`src/rtl/pipe_subtractor16_pkg.sv`:
```
// Shared definitions for the pipelined subtractor.
//   SUB_WIDTH / SUB_SLICE : default operand width and bits resolved per stage
//   SUB_STAGES            : derived pipeline depth
//   stage_t               : contents of one pipeline stage register
package pipe_subtractor16_pkg;

    localparam int SUB_WIDTH  = 16;
    localparam int SUB_SLICE  = 4;
    localparam int SUB_STAGES = SUB_WIDTH / SUB_SLICE;

    // diff holds the low difference bits resolved so far (upper bits zero).
    // a_hi/b_hi hold the not-yet-consumed operand bits, right-aligned, so
    // every stage reads its slice from bits [SUB_SLICE-1:0].
    typedef struct packed {
        logic                           valid;
        logic [SUB_WIDTH-1:0]           diff;
        logic                           bout;
        logic [SUB_WIDTH-SUB_SLICE-1:0] a_hi;
        logic [SUB_WIDTH-SUB_SLICE-1:0] b_hi;
    } stage_t;

endpackage

```
`src/rtl/pipe_subtractor16_sub_slice.sv`:
```
// sub_slice: SLICE-bit combinational subtract with borrow in/out.
//   a, b  : slice operands
//   bin   : borrow into this slice
//   diff  : (a - b - bin) mod 2^SLICE
//   bout  : borrow out of this slice (1 iff a < b + bin)
module sub_slice
    import pipe_subtractor16_pkg::*;
#(
    parameter int SLICE = SUB_SLICE
) (
    input  logic [SLICE-1:0] a,
    input  logic [SLICE-1:0] b,
    input  logic             bin,
    output logic [SLICE-1:0] diff,
    output logic             bout
);

    // One extra bit wide: the MSB of the zero-extended difference is the borrow.
    logic [SLICE:0] res;

    assign res          = {1'b0, a} - {1'b0, b} - {{SLICE{1'b0}}, bin};
    assign {bout, diff} = res;

endmodule

```
`src/rtl/pipe_subtractor16.sv`:
```
// pipe_subtractor16: pipelined diff = a - b - bin with borrow-out.
// The borrow chain is cut into SLICE-bit pieces, one register stage per piece,
// with valid/ready handshakes on both sides and bubble-collapsing flow control.
//   clk, rst_n          : clock, synchronous active-low reset
//   in_a, in_b, in_bin  : minuend, subtrahend, borrow-in
//   in_valid / in_ready : input handshake
//   out_diff, out_bout  : (a - b - bin) mod 2^WIDTH, borrow-out
//   out_valid/out_ready : output handshake
module pipe_subtractor16
    import pipe_subtractor16_pkg::*;
#(
    parameter int WIDTH = SUB_WIDTH,
    parameter int SLICE = SUB_SLICE
) (
    input  logic             clk,
    input  logic             rst_n,
    input  logic [WIDTH-1:0] in_a,
    input  logic [WIDTH-1:0] in_b,
    input  logic             in_bin,
    input  logic             in_valid,
    output logic             in_ready,
    output logic [WIDTH-1:0] out_diff,
    output logic             out_bout,
    output logic             out_valid,
    input  logic             out_ready
);

    localparam int STAGES = WIDTH / SLICE;

    // The stage record is sized by the package constants.
    if (WIDTH != SUB_WIDTH || SLICE != SUB_SLICE || WIDTH % SLICE != 0) begin : g_bad_param
        $error("pipe_subtractor16: WIDTH/SLICE must match pipe_subtractor16_pkg");
    end

    stage_t                        st  [STAGES];
    stage_t                        nxt [STAGES];
    logic [STAGES-1:0]             adv;
    logic [STAGES-1:0][SLICE-1:0]  sa, sb, sd;
    logic [STAGES-1:0]             sbi, sbo;

    // A stage may load when it is empty or when everything downstream of it
    // will move; written in closed form so no signal depends on its own bits.
    always_comb begin
        // NOTE: every always_comb output gets a default first so no path leaves it unassigned (no latch).
        adv = '0;
        for (int k = 0; k < STAGES; k++) begin
            adv[k] = out_ready;
            for (int j = k; j < STAGES; j++) begin
                if (!st[j].valid) adv[k] = 1'b1;
            end
        end
    end

    // Slice operands: stage 0 from the ports, later stages from the
    // operand bits and borrow carried by the previous stage.
    always_comb begin
        sa  = '0;
        sb  = '0;
        sbi = '0;
        sa[0]  = in_a[SLICE-1:0];
        sb[0]  = in_b[SLICE-1:0];
        sbi[0] = in_bin;
        for (int k = 1; k < STAGES; k++) begin
            sa[k]  = st[k-1].a_hi[SLICE-1:0];
            sb[k]  = st[k-1].b_hi[SLICE-1:0];
            sbi[k] = st[k-1].bout;
        end
    end

    for (genvar k = 0; k < STAGES; k++) begin : g_slice
        sub_slice #(.SLICE(SLICE)) u_slice (
            .a    (sa[k]),
            .b    (sb[k]),
            .bin  (sbi[k]),
            .diff (sd[k]),
            .bout (sbo[k])
        );
    end

    // Next contents of each stage: previous stage's record with one more
    // slice resolved and the consumed operand bits shifted out.
    always_comb begin
        for (int k = 0; k < STAGES; k++) nxt[k] = '0;

        nxt[0].valid            = in_valid;
        nxt[0].diff[SLICE-1:0]  = sd[0];
        nxt[0].bout             = sbo[0];
        nxt[0].a_hi             = in_a[WIDTH-1:SLICE];
        nxt[0].b_hi             = in_b[WIDTH-1:SLICE];

        for (int k = 1; k < STAGES; k++) begin
            nxt[k].valid                 = st[k-1].valid;
            nxt[k].diff                  = st[k-1].diff;
            nxt[k].diff[k*SLICE +: SLICE] = sd[k];
            nxt[k].bout                  = sbo[k];
            nxt[k].a_hi                  = st[k-1].a_hi >> SLICE;
            nxt[k].b_hi                  = st[k-1].b_hi >> SLICE;
        end
    end

    always_ff @(posedge clk) begin
        for (int k = 0; k < STAGES; k++) begin
            if (!rst_n) begin
                // NOTE: data registers are cleared too, not just valid, so out_diff/out_bout read 0 after reset.
                st[k] <= '0;
            end else if (adv[k]) begin
                // NOTE: non-blocking so every stage samples its predecessor's pre-edge value.
                st[k] <= nxt[k];
            end
        end
    end

    assign in_ready  = adv[0];
    assign out_valid = st[STAGES-1].valid;
    assign out_diff  = st[STAGES-1].diff;
    assign out_bout  = st[STAGES-1].bout;

endmodule

```
`config.mk`:
```
export PLATFORM = sky130hd
export DESIGN_NAME = pipe_subtractor16
export DESIGN_NICKNAME = d
export VERILOG_FILES = /design/src/rtl/pipe_subtractor16_pkg.sv /design/src/rtl/pipe_subtractor16_sub_slice.sv /design/src/rtl/pipe_subtractor16.sv
export SDC_FILE = /design/constraint.sdc
export NUM_CORES = 1
export LEC_CHECK = 0
export ABC_AREA = 1
export ABC_CLOCK_PERIOD_IN_PS = 2700
export BUFFER_PORTS_ARGS = -buffer_cell sky130_fd_sc_hd__buf_2
export CORE_UTILIZATION = 58
export DETAILED_ROUTE_END_ITERATION = 6
export PLACE_DENSITY = 0.81
export SYNTH_ARGS = -nofsm -noshare
export SYNTH_HDL_FRONTEND = slang
export SYNTH_SLANG_ARGS = --single-unit
```
`constraint.sdc`:
```
create_clock -name clk -period 2.7 [get_ports clk]
set_input_delay 0 -clock clk [delete_from_list [all_inputs] [get_ports clk]]
set_output_delay 0 -clock clk [all_outputs]
set_load 0.005 [all_outputs]
```
==> results of run 1 <==
[where the power goes]
| part | internal, uW | total, uW | switching [uW] |
|---|---|---|---|
| clock | 616 | 1100 | 486 |
| combinational | 174 | 378 | 204 |
| sequential | 1740 | 1770 | 28.2 |
| total | 2530 | 3250 | 717 |
[per-stage QoR]
| stage | setup slack, ps | hold WS (ps) | instances |
|---|---|---|---|
| after floorplan | 465.9 | 208.0 | 427 |
| after global placement | 821.0 | 297.0 | 578 |
| after detailed placement | 762.9 | 301.2 | 578 |
| after CTS | 753.4 | 29.37 | 618 |
| after global routing | 647.1 | 55.41 | 618 |
| final | 753.9 | 38.91 | 618 |
[final timing paths]
| check | startpoint | to | slack, ps | cells after the start |
|---|---|---|---|---|
| setup / recovery | st[0][24] | st[1][24] | 750 | 9 |
| hold / removal | in_a[1] | st[0][25] | 40 | 3 |
| setup reg to reg | st[0][24] | st[1][24] | 750 | 9 |
| hold reg to reg | st[2][30] | st[3][30] | 550 | 2 |
[layout make-up]
class	instances	area share [%]
Inverter	133	9.124
Timing Repair Buffer	82	9.879
Clock inverter	6	2.104
Sequential cell	96	52.69
Multi-Input combinational cell	190	21.61
Tap cell	102	2.332
Clock buffer	9	2.264
[synth_stat cells]
library cell	instances	area share, %
sky130_fd_sc_hd__ha_1	24	6.5
sky130_fd_sc_hd__a21oi_2	1	0.19
sky130_fd_sc_hd__nand2_2	1	0.14
sky130_fd_sc_hd__nor2_2	10	1.4
sky130_fd_sc_hd__nand2_8	1	0.43
sky130_fd_sc_hd__nand4_2	1	0.27
sky130_fd_sc_hd__nor2_4	1	0.24
sky130_fd_sc_hd__buf_2	5	0.54
sky130_fd_sc_hd__inv_1	131	11
sky130_fd_sc_hd__buf_12	1	0.43
sky130_fd_sc_hd__xnor2_1	5	0.95
sky130_fd_sc_hd__o21ai_0	4	0.43
sky130_fd_sc_hd__nand3_1	6	0.65
sky130_fd_sc_hd__a21oi_1	9	0.97
sky130_fd_sc_hd__nand2_1	28	2.3
sky130_fd_sc_hd__buf_8	1	0.32
sky130_fd_sc_hd__nor2_1	86	7.0
sky130_fd_sc_hd__buf_4	1	0.16
sky130_fd_sc_hd__inv_2	2	0.16
sky130_fd_sc_hd__or2_2	2	0.27
sky130_fd_sc_hd__nand4_1	1	0.14
sky130_fd_sc_hd__nand3b_1	2	0.32
sky130_fd_sc_hd__fa_1	8	3.5
sky130_fd_sc_hd__edfxtp_1	96	62
[critical path, stage by stage, from the launching register on]
cell	delay [ps]
sky130_fd_sc_hd__edfxtp_1	340
sky130_fd_sc_hd__inv_1	60
sky130_fd_sc_hd__fa_1	470
sky130_fd_sc_hd__fa_1	410
sky130_fd_sc_hd__inv_1	70
sky130_fd_sc_hd__nand2_1	70
sky130_fd_sc_hd__nand2_1	90
sky130_fd_sc_hd__nand2_1	70
sky130_fd_sc_hd__nand2_1	70
sky130_fd_sc_hd__a21oi_1	60
[kinds of logic (layout without fill, tap and decap cells)]
kind of cell	after synthesis	after routing
DFF	96	96
and+or+nand+nor	139	139
buffers and inverters	141	230
adders and majority gates	32	32
AOI/OAI and AO/OA	14	14
xor gates and xnor gates	5	5
[layer usage]
| layer | global-route usage (%) | wire length (um) | vias to the layer above |
|---|---|---|---|
| met2 | 31.88 | 3375 | 72 |
| met5 | 0 | 0 | - |
| li1 | - | - | 1460 |
| met4 | 8.201 | 138 | 0 |
| met1 | 19.79 | 2781 | 1213 |
| met3 | 4.355 | 284 | 13 |
[repair_timing]
item,4_1_cts,5_1_grt
endpoints found under the hold margin,25,0
resized for setup,0,0
hold buffers,25,0
==> metrics.json, run 1 <==
{
  "run_status": "finished, final reports clean",
  "chipWidth_um": 91.37,
  "p_total_uw": 3248,
  "cts.repair_timing.setup_buffer_count": 0,
  "ir_worst_vdd_mv": 0.3143,
  "final_layout_size_suffix_gt1_share_pct": 17.64,
  "finalHoldViolations": 0,
  "grt.overflow.total": 0,
  "place.port_buffers": 55,
  "cellLeakagePower_uw": 0.002643,
  "sink_count": 96,
  "post-route-drc-count": 0,
  "worstHoldPathType": "input port to flip-flop",
  "timing.critical_path.arrival_ps": 2040,
  "mappedNetlistNets": 496,
  "timing_max_transition_violations_final": 0,
  "netlist-cell-type-count": 24,
  "clk_path_buf_depth": 2,
  "rows": 32,
  "seq_area_mm2": 0.002883,
  "critical_path.max_fanout": 2,
  "grt_setup_unrepaired": "false",
  "wirelength_um": 6580,
  "yosysWarningCount": 0,
  "max_slew_margin_pct": 50.75,
  "die-area_mm2": 0.008348,
  "largest_reg_flops": 96,
  "nFillCells": 536,
  "detailed_place_hpwl_um": 4580,
  "stdcell_area_mm2": 0.005472,
  "syn-cell-area_mm2": 0.004632,
  "initial_core_util_pct": 59.94,
  "detailroute.via_count": 2758,
  "clk_skew_ps": 10.76,
  "peak_freq_mhz": 513.8,
  "worstPathRequired_ps": 2790,
  "first_pass_iters": 4,
  "max_slew.worst_pin.slew_ps": 736.7,
  "yosys.area_share.adder_pct": 9.941,
  "post_synthesis_compound_gate_area_fraction_pct": 1.594,
  "n_antenna_cell": 0,
  "synth-seq-area-share_pct": 62.24,
  "tritoncts_clock_tree": "built",
  "ctsHtreeMaxLevel": 3,
  "synth_top_family_by_area": "simple AND/OR/NAND/NOR gates",
  "postPlaceCellArea_mm2": 0.004982,
  "number_of_storage_elements_in_the_synthesis_netlist": 96,
  "number_of_global_route_vias_before_repair": 2736,
  "final_min_period_over_clock_period_pct": 72.08,
  "antenna_violating_nets_post_route": 0,
  "gr-usage-all-layers_pct": 17.74,
  "synth-simple-area-share_pct": 13.05,
  "boundaryPins": 56,
  "reg_top3": "st x96",
  "wl_per_cell_um": 10.65,
  "power.density_cell_area_mw_per_mm2": 593.6,
  "clock_latency_ps": 360,
  "multi_input_area_mm2": 0.001182,
  "synth_xor_area_share_pct": 0.9454,
  "yosys-mux-area-fraction_pct": 0,
  "worstSetupStartpointType": "flip-flop",
  "period_minus_ws_final_ps": 1946,
  "layout.cells.most_common_list": "sky130_fd_sc_hd__inv_1 (131), sky130_fd_sc_hd__edfxtp_1 (96), sky130_fd_sc_hd__nor2_1 (86)",
  "setup_violations": 0,
  "criticalPathCategory": "flip-flop to flip-flop",
  "cp-end-kind": "flip-flop",
  "most_flops_register": "st",
  "clkSlewWorstSetupHoldPaths_ps": 90,
  "dr.first_iter.drc_count": 97,
  "grt_max_degree": 31,
  "avgViaCountPerCell": 4.463,
  "synthesis.instances": 427,
  "floorplan.die.height_um": 91.37,
  "timing.max_cap.violations": 0,
  "cts-root-buf": "sky130_fd_sc_hd__clkbuf_8",
  "grt_antenna_before_repair": 0,
  "tritoncts.num_buffers": 9,
  "grt_first_pass_wirelength_um": 11340,
  "utilization_pct": 70.81,
  "final_nets": 581,
  "synthesis_to_finish_area_growth_pct": 18.13,
  "place.gp.congestion": 0.7745,
  "final_common_cell": "sky130_fd_sc_hd__inv_1",
  "final.setup.tns_ps": 0,
  "postSynthAreaPerCell_um2": 10.85,
  "core_mm2": 0.007727
}
(Power assumes the default switching activity.)
==> run 2, diff against run 1 <==
- ABC_CLOCK_PERIOD_IN_PS: 2700 -> 1950
- clock period: 2.7 -> 1.95 ns (I/O delays scaled with it)
==> metrics.json, run 2 (synthesis results as in run 1) <==
{
  "synthesis_to_finish_area_growth": {"value": 17.96, "unit": "%", "change": "was 18.13%"},
  "seq_area": {"value": 0.002883, "unit": "mm^2", "change": "unchanged"},
  "rows": {"value": 32, "change": "unchanged"},
  "detailroute.via_count": {"value": 2757, "change": "was 2758"},
  "antenna_violating_nets_post_route": {"value": 0, "change": "unchanged"},
  "clkSlewWorstSetupHoldPaths": {"value": 90, "unit": "ps", "change": "about the same"},
  "criticalPathCategory": {"value": "flip-flop to flip-flop", "change": "unchanged"},
  "sw_frac_of_total": {"value": 23.88, "unit": "%", "change": "was 22.09%"},
  "period_minus_ws_final": {"value": 1848, "unit": "ps", "change": "was 1946 ps"},
  "grt_antenna_before_repair": {"value": 0, "change": "unchanged"},
  "utilization": {"value": 70.71, "unit": "%", "change": "was 70.81%"},
  "initial_core_util": {"value": 59.94, "unit": "%", "change": "unchanged"},
  "hold_ws": {"value": 39.53, "unit": "ps", "change": "was 38.91 ps"},
  "setup_violations": {"value": 0, "change": "unchanged"},
  "power.sequential.fraction": {"value": 57.1, "unit": "%", "change": "was 54.4%"},
  "chipWidth": {"value": 91.37, "unit": "um", "change": "unchanged"},
  "cp-end-kind": {"value": "flip-flop", "change": "unchanged"},
  "n_antenna_cell": {"value": 0, "change": "unchanged"},
  "gr-usage-all-layers": {"value": 17.52, "unit": "%", "change": "was 17.74%"},
  "worst_path_largest_cell_delay": {"value": 570, "unit": "ps", "change": "was 470 ps"},
  "final_nets": {"value": 583, "change": "was 581"},
  "worstSetupStartpointType": {"value": "flip-flop", "change": "unchanged"},
  "die-area": {"value": 0.008348, "unit": "mm^2", "change": "unchanged"},
  "worstHoldPathType": {"value": "input port to flip-flop", "change": "unchanged"},
  "cellLeakagePower": {"value": 0.002639, "unit": "uW", "change": "was 0.002643 uW"},
  "clock_latency": {"value": 370, "unit": "ps", "change": "was 360 ps"},
  "finalHoldViolations": {"value": 0, "change": "unchanged"},
  "post-route-drc-count": {"value": 0, "change": "unchanged"},
  "floorplan.die.height": {"value": 91.37, "unit": "um", "change": "unchanged"},
  "cp_common_cell": {"value": "sky130_fd_sc_hd__inv_1", "change": "was sky130_fd_sc_hd__nand2_1"},
  "max_slew_margin": {"value": 69.61, "unit": "%", "change": "was 50.75%"},
  "final_common_cell": {"value": "sky130_fd_sc_hd__inv_1", "change": "unchanged"},
  "run_status": {"value": "finished, final reports clean", "change": "unchanged"},
  "grt_first_pass_wirelength": {"value": 11270, "unit": "um", "change": "was 11340 um"},
  "placedCellCount": {"value": 580, "change": "was 578"},
  "first_pass_iters": {"value": 4, "change": "unchanged"},
  "tritoncts.num_buffers": {"value": 9, "change": "unchanged"},
  "number_of_global_route_vias_before_repair": {"value": 2669, "change": "was 2736"},
  "clk_skew": {"value": 10.17, "unit": "ps", "change": "was 10.76 ps"},
  "ir_worst_vdd": {"value": 0.5117, "unit": "mV", "change": "was 0.3143 mV"},
  "final.setup.tns": {"value": 0, "unit": "ps", "change": "unchanged"},
  "largest_reg_flops": {"value": 96, "change": "unchanged"},
  "final_layout_size_suffix_gt1_share": {"value": 18.88, "unit": "%", "change": "was 17.64%"},
  "sequence_of_cells_on_the_critical_path": {"value": "inv_1 -> fa_2 -> inv_1 -> ha_1 -> o21ai_0 -> nand3_1 -> nand2_1 -> nor2_1", "change": "was inv_1 -> fa_1 -> fa_1 -> inv_1 -> nand2_1 -> nand2_1 -> nand2_1 -> nand2_1 -> a21oi_1"},
  "worstPathRequired": {"value": 2070, "unit": "ps", "change": "was 2790 ps"},
  "power.density_cell_area": {"value": 784.9, "unit": "mW/mm^2", "change": "was 593.6 mW/mm^2"},
  "grt.overflow.total": {"value": 0, "change": "unchanged"},
  "critical_path.max_fanout": {"value": 2, "change": "unchanged"},
  "avgViaCountPerCell": {"value": 4.440, "change": "was 4.463"},
  "detailed_place_hpwl": {"value": 4446, "unit": "um", "change": "was 4580 um"},
  "cp_slowest_cell": {"value": "sky130_fd_sc_hd__fa_2", "change": "was sky130_fd_sc_hd__fa_1"},
  "core": {"value": 0.007727, "unit": "mm^2", "change": "unchanged"},
  "fraction_of_power_consumed_by_the_clock_network": {"value": 30.7, "unit": "%", "change": "was 33.9%"},
  "finish.cell_count_without_fillers": {"value": 621, "change": "was 618"},
  "dr.first_iter.drc_count": {"value": 130, "change": "was 97"},
  "wl_per_cell": {"value": 10.52, "unit": "um", "change": "was 10.65 um"},
  "clk_path_buf_depth": {"value": 2, "change": "unchanged"},
  "pre_cts_ws": {"value": 34.65, "unit": "ps", "change": "was 762.9 ps"},
  "ctsHtreeMaxLevel": {"value": 3, "change": "unchanged"},
  "cp_num_buf_inv": {"value": 2, "change": "unchanged"},
  "multi_input_area": {"value": 0.001196, "unit": "mm^2", "change": "was 0.001182 mm^2"},
  "final_min_period_over_clock_period": {"value": 94.77, "unit": "%", "change": "was 72.08%"},
  "boundaryPins": {"value": 56, "change": "unchanged"},
  "netSwitchingPower": {"value": 1024, "unit": "uW", "change": "was 717.5 uW"},
  "cts-root-buf": {"value": "sky130_fd_sc_hd__clkbuf_8", "change": "unchanged"},
  "max_slew.worst_pin.slew": {"value": 454.2, "unit": "ps", "change": "was 736.7 ps"},
  "most_flops_register": {"value": "st", "change": "unchanged"},
  "reg_top3": {"value": "st x96", "change": "unchanged"},
  "place.gp.congestion": {"value": 0.7823, "change": "was 0.7745"},
  "timing.critical_path.arrival": {"value": 1970, "unit": "ps", "change": "was 2040 ps"},
  "combinationalPowerShare": {"value": 12.2, "unit": "%", "change": "was 11.6%"},
  "layout.cells.most_common_list": {"value": "sky130_fd_sc_hd__inv_1 (131), sky130_fd_sc_hd__edfxtp_1 (96), sky130_fd_sc_hd__nor2_1 (86)", "change": "unchanged"},
  "grt_max_degree": {"value": 31, "change": "unchanged"},
  "tritoncts_clock_tree": {"value": "built", "change": "unchanged"},
  "timing.max_cap.violations": {"value": 0, "change": "unchanged"},
  "sink_count": {"value": 96, "change": "unchanged"},
  "path_delay_family": {"value": "adder cells", "change": "unchanged"},
  "nFillCells": {"value": 518, "change": "was 536"},
  "timing_max_transition_violations_final": {"value": 0, "change": "unchanged"},
  "wirelength": {"value": 6533, "unit": "um", "change": "was 6580 um"},
  "peak_freq": {"value": 541.1, "unit": "MHz", "change": "was 513.8 MHz"},
  "cell_internal_power_dissipation": {"value": 3265, "unit": "uW", "change": "was 2530 uW"},
  "place.port_buffers": {"value": 55, "change": "unchanged"},
  "setup_ws_final": {"value": 102.0, "unit": "ps", "change": "was 753.9 ps"}
}
==> run 2: changes by cell type in the layout (fill, tap and decap cells not counted), sizes merged <==
cell,previous run,this run
inv,135,136
clkinv,0,2
bufinv,3,1
buf,57,59
==> run 2: metal layers <==
layer / share of wire [%] / GRT usage, % / wire (um) / vias up
li1: - / - / - / 1464
met1: 43 / 20.27 / 2826 / 1218
met2: 51 / 31.38 / 3315 / 63
met3: 4.0 / 3.518 / 263 / 12
met4: 2.0 / 7.937 / 128 / 0
met5: 0 / 0 / 0 / -
==> run 2: cell type report <==
type / count / area share (%)
clock buffer: 9 / 2.267
clock inverter: 7 / 1.443
inverter: 133 / 9.137
multi-input combinational: 190 / 21.89
sequential: 96 / 52.76
tap: 102 / 2.336
timing repair buffer: 84 / 10.17
==> run 2: worst paths after layout <==
check	start	to	depth (start not counted)	slack, ps
max	st[2][24]	st[3][40]	8	100
min	in_a[1]	st[0][25]	3	40
max reg2reg	st[2][24]	st[3][40]	8	100
min reg2reg	st[2][31]	st[3][31]	2	550
==> run 2: worst register-to-register path: stages (launching register included) <==
cell,delay [ps]
sky130_fd_sc_hd__edfxtp_1,340
sky130_fd_sc_hd__inv_1,60
sky130_fd_sc_hd__fa_2,570
sky130_fd_sc_hd__inv_1,40
sky130_fd_sc_hd__ha_1,160
sky130_fd_sc_hd__o21ai_0,220
sky130_fd_sc_hd__nand3_1,110
sky130_fd_sc_hd__nand2_1,70
sky130_fd_sc_hd__nor2_1,30
==> run 2: stage by stage <==
| stage | cell area, um^2 | power [uW] |
|---|---|---|
| floorplan | 4634 | 2838 |
| global placement | 5000 | 2936 |
| detailed placement | 5000 | 2971 |
| CTS | 5453 | 4290 |
| global route | 5464 | 4471 |
| finish | 5464 | 4289 |
==> run 2: power by group through the flow <==
stage,clock [uW],sequential [uW],combinational (uW)
after floorplan,0,2490,346
after global placement,0,2490,446
after detailed placement,0,2500,474
after CTS,1320,2450,517
after global routing,1400,2460,609
final,1320,2450,525
==> run 2: repair_timing <==
item | CTS | global route
hold buffers | 25 | 0
resized for setup | 0 | 6
setup endpoints to repair | 0 | 5
hold endpoints to repair | 25 | 0
buffers inserted | 0 | 0
==> run 3, diff against run 2 <==
- PLACE_DENSITY: 0.81 -> 0.77
==> metrics.json, run 3 (synthesis results as in run 1) <==
{
  "run_status": {"value": "finished, final reports clean", "change": "unchanged"},
  "worstHoldPathType": {"value": "input port to flip-flop", "change": "unchanged"},
  "timing_max_transition_violations_final": {"value": 0, "change": "unchanged"},
  "clock_latency": {"value": 360, "unit": "ps", "change": "was 370 ps"},
  "detailed_place_hpwl": {"value": 4153, "unit": "um", "change": "was 4446 um"},
  "clk_skew": {"value": 9.352, "unit": "ps", "change": "was 10.17 ps"},
  "grt_first_pass_wirelength": {"value": 10870, "unit": "um", "change": "was 11270 um"},
  "detailroute.via_count": {"value": 2711, "change": "was 2757"},
  "wl_per_cell": {"value": 9.950, "unit": "um", "change": "was 10.52 um"},
  "antenna_violating_nets_post_route": {"value": 0, "change": "unchanged"},
  "n_antenna_cell": {"value": 0, "change": "unchanged"},
  "place.port_buffers": {"value": 55, "change": "unchanged"},
  "boundaryPins": {"value": 56, "change": "unchanged"},
  "timing.reg2reg.setup_slack": {"value": 70, "unit": "ps", "change": "was 100 ps"},
  "first_pass_iters": {"value": 4, "change": "unchanged"},
  "sink_count": {"value": 96, "change": "unchanged"},
  "clk_path_buf_depth": {"value": 2, "change": "unchanged"},
  "finish.cell_count_without_fillers": {"value": 621, "change": "unchanged"},
  "p_total": {"value": 4096, "unit": "uW", "change": "was 4289 uW"},
  "min_to": {"value": "st[0][25]", "change": "unchanged"},
  "tritoncts.num_buffers": {"value": 9, "change": "unchanged"},
  "clkSlewWorstSetupHoldPaths": {"value": 90, "unit": "ps", "change": "about the same"},
  "number_of_global_route_vias_before_repair": {"value": 2570, "change": "was 2669"},
  "max_slew.worst_pin.slew": {"value": 444.7, "unit": "ps", "change": "was 454.2 ps"},
  "sequence_of_cells_on_the_critical_path": {"value": "inv_1 -> fa_1 -> fa_2 -> inv_1 -> nand2_1 -> a21oi_2 -> nand2_1 -> nand2_1 -> nor2_1", "change": "was inv_1 -> fa_2 -> inv_1 -> ha_1 -> o21ai_0 -> nand3_1 -> nand2_1 -> nor2_1"},
  "grt_max_degree": {"value": 29, "change": "was 31"},
  "finalHoldViolations": {"value": 0, "change": "unchanged"},
  "most_flops_register": {"value": "st", "change": "unchanged"},
  "timing.rr.start": {"value": "st[2][24]", "change": "unchanged"},
  "setup_violations": {"value": 0, "change": "unchanged"},
  "rows": {"value": 32, "change": "unchanged"},
  "cts.repair_timing.setup_buffer_count": {"value": 0, "change": "unchanged"},
  "place.gp.congestion": {"value": 0.7779, "change": "was 0.7823"},
  "ir_worst_vdd": {"value": 0.6404, "unit": "mV", "change": "was 0.5117 mV"},
  "grt_antenna_before_repair": {"value": 0, "change": "unchanged"},
  "cp_common_cell": {"value": "sky130_fd_sc_hd__nand2_1", "change": "was sky130_fd_sc_hd__inv_1"},
  "tritoncts_clock_tree": {"value": "built", "change": "unchanged"},
  "final_common_cell": {"value": "sky130_fd_sc_hd__inv_1", "change": "unchanged"},
  "worstSetupStartpointType": {"value": "flip-flop", "change": "unchanged"},
  "peak_freq": {"value": 532.4, "unit": "MHz", "change": "was 541.1 MHz"},
  "criticalPathCategory": {"value": "flip-flop to flip-flop", "change": "unchanged"},
  "timing.max_cap.violations": {"value": 0, "change": "unchanged"},
  "synthesis_to_finish_area_growth": {"value": 17.37, "unit": "%", "change": "was 17.96%"},
  "whs_path_depth": {"value": 3, "change": "unchanged"},
  "grt_setup_unrepaired": "true",
  "worstPathRequired": {"value": 2070, "unit": "ps", "change": "about the same"},
  "final_min_period_over_clock_period": {"value": 96.32, "unit": "%", "change": "was 94.77%"},
  "cellLeakagePower": {"value": 0.002624, "unit": "uW", "change": "was 0.002639 uW"},
  "initial_core_util": {"value": 59.94, "unit": "%", "change": "unchanged"},
  "cp_slowest_cell": {"value": "sky130_fd_sc_hd__fa_1", "change": "was sky130_fd_sc_hd__fa_2"},
  "largest_reg_flops": {"value": 96, "change": "unchanged"},
  "worst_path_largest_cell_delay": {"value": 460, "unit": "ps", "change": "was 570 ps"},
  "dr.first_iter.drc_count": {"value": 82, "change": "was 130"},
  "final_layout_size_suffix_gt1_share": {"value": 18.11, "unit": "%", "change": "was 18.88%"},
  "ctsHtreeMaxLevel": {"value": 3, "change": "unchanged"},
  "layout.cells.most_common_list": {"value": "sky130_fd_sc_hd__inv_1 (131), sky130_fd_sc_hd__edfxtp_1 (96), sky130_fd_sc_hd__nor2_1 (86)", "change": "unchanged"},
  "max_slew_margin": {"value": 70.25, "unit": "%", "change": "was 69.61%"},
  "placedCellCount": {"value": 580, "change": "unchanged"},
  "avgViaCountPerCell": {"value": 4.366, "change": "was 4.440"},
  "cp-end-kind": {"value": "flip-flop", "change": "unchanged"},
  "gr-usage-all-layers": {"value": 17.09, "unit": "%", "change": "was 17.52%"},
  "critical_path.max_fanout": {"value": 2, "change": "unchanged"},
  "power.density_cell_area": {"value": 753.3, "unit": "mW/mm^2", "change": "was 784.9 mW/mm^2"},
  "final_nets": {"value": 583, "change": "unchanged"},
  "cts-root-buf": {"value": "sky130_fd_sc_hd__clkbuf_8", "change": "unchanged"},
  "reg2reg_path_depth": {"value": 9, "change": "was 8"},
  "min_from": {"value": "in_a[1]", "change": "unchanged"},
  "timing.critical_path.arrival": {"value": 2000, "unit": "ps", "change": "was 1970 ps"},
  "post-route-drc-count": {"value": 0, "change": "unchanged"},
  "reg_top3": {"value": "st x96", "change": "unchanged"},
  "chipWidth": {"value": 91.37, "unit": "um", "change": "unchanged"},
  "core": {"value": 0.007727, "unit": "mm^2", "change": "unchanged"},
  "floorplan.die.height": {"value": 91.37, "unit": "um", "change": "unchanged"},
  "grt.overflow.total": {"value": 0, "change": "unchanged"},
  "wirelength": {"value": 6179, "unit": "um", "change": "was 6533 um"},
  "period_minus_ws_final": {"value": 1878, "unit": "ps", "change": "was 1848 ps"},
  "critical_path.reg2reg.endpoint": {"value": "st[3][24]", "change": "was st[3][40]"},
  "die-area": {"value": 0.008348, "unit": "mm^2", "change": "unchanged"}
}
[run 3: cell types whose count changed in the layout (fill, tap and decap cells not counted), sizes merged]
cell,change
clkbuf,+3
inv,-2
bufinv,-1
[run 3: area by class of cell]
class / count / area (um^2)
Clock inverter: 4 / 30.03
Clock buffer: 12 / 135.1
Timing Repair Buffer: 84 / 568.0
Inverter: 133 / 499.2
Tap cell: 102 / 127.6
Sequential cell: 96 / 2883
Fill cell: 532 / 2291
Multi-Input combinational cell: 190 / 1194
[run 3: per-stage QoR]
step                      util (%)  hold WS, ps  TNS, ps  setup slack (ps)  instance area (um^2)
after floorplan                  -        208.0    -2816            -108.3                  4634
after global placement       64.86        294.9        0             71.67                  5012
after detailed placement     64.86        300.8        0             34.36                  5012
after CTS                    70.24        52.46        0             13.79                  5428
after global routing         70.35        101.0   -47.59            -47.59                  5436
final                        70.35        67.69        0             71.82                  5436
[run 3: worst max-delay path by stage]
stage	from	to	slack [ps]
floorplan	st[3][41]	st[1][0]	-110
global placement	st[2][24]	st[3][24]	70
detailed placement	st[2][24]	st[3][24]	30
CTS	st[2][24]	st[3][24]	10
global route	st[2][24]	st[3][24]	-50
finish	st[2][24]	st[3][24]	70
[run 3: power by group]
group          total, uW  internal (uW)  switching, uW
Combinational        519            245            274
Sequential          2440           2410           36.5
Clock               1130            470            662
[run 3: what timing repair did]
item / 4_1_cts / 5_1_grt
endpoints found under the setup margin: 0 / 3
hold buffers: 25 / 0
endpoints found under the hold margin: 25 / 0
resized for setup: 0 / 4
[run 3: critical path: cells and delay by family (launching register included)]
| family | cells | cell delay (ps) |
|---|---|---|
| flops | 1 | 330 |
| simple gates | 4 | 240 |
| buf+inv | 2 | 110 |
| compound gates | 1 | 140 |
| fa+ha+maj | 2 | 820 |
[run 3: routing by layer]
metal | global-route usage (%) | vias up | wire length [um] | share of wire [%]
li1 | - | 1464 | - | -
met1 | 20.30 | 1175 | 2806 | 45
met2 | 29.04 | 60 | 2984 | 48
met3 | 3.853 | 12 | 238 | 3.9
met4 | 9.127 | 0 | 150 | 2.4
met5 | 0 | - | 0 | 0
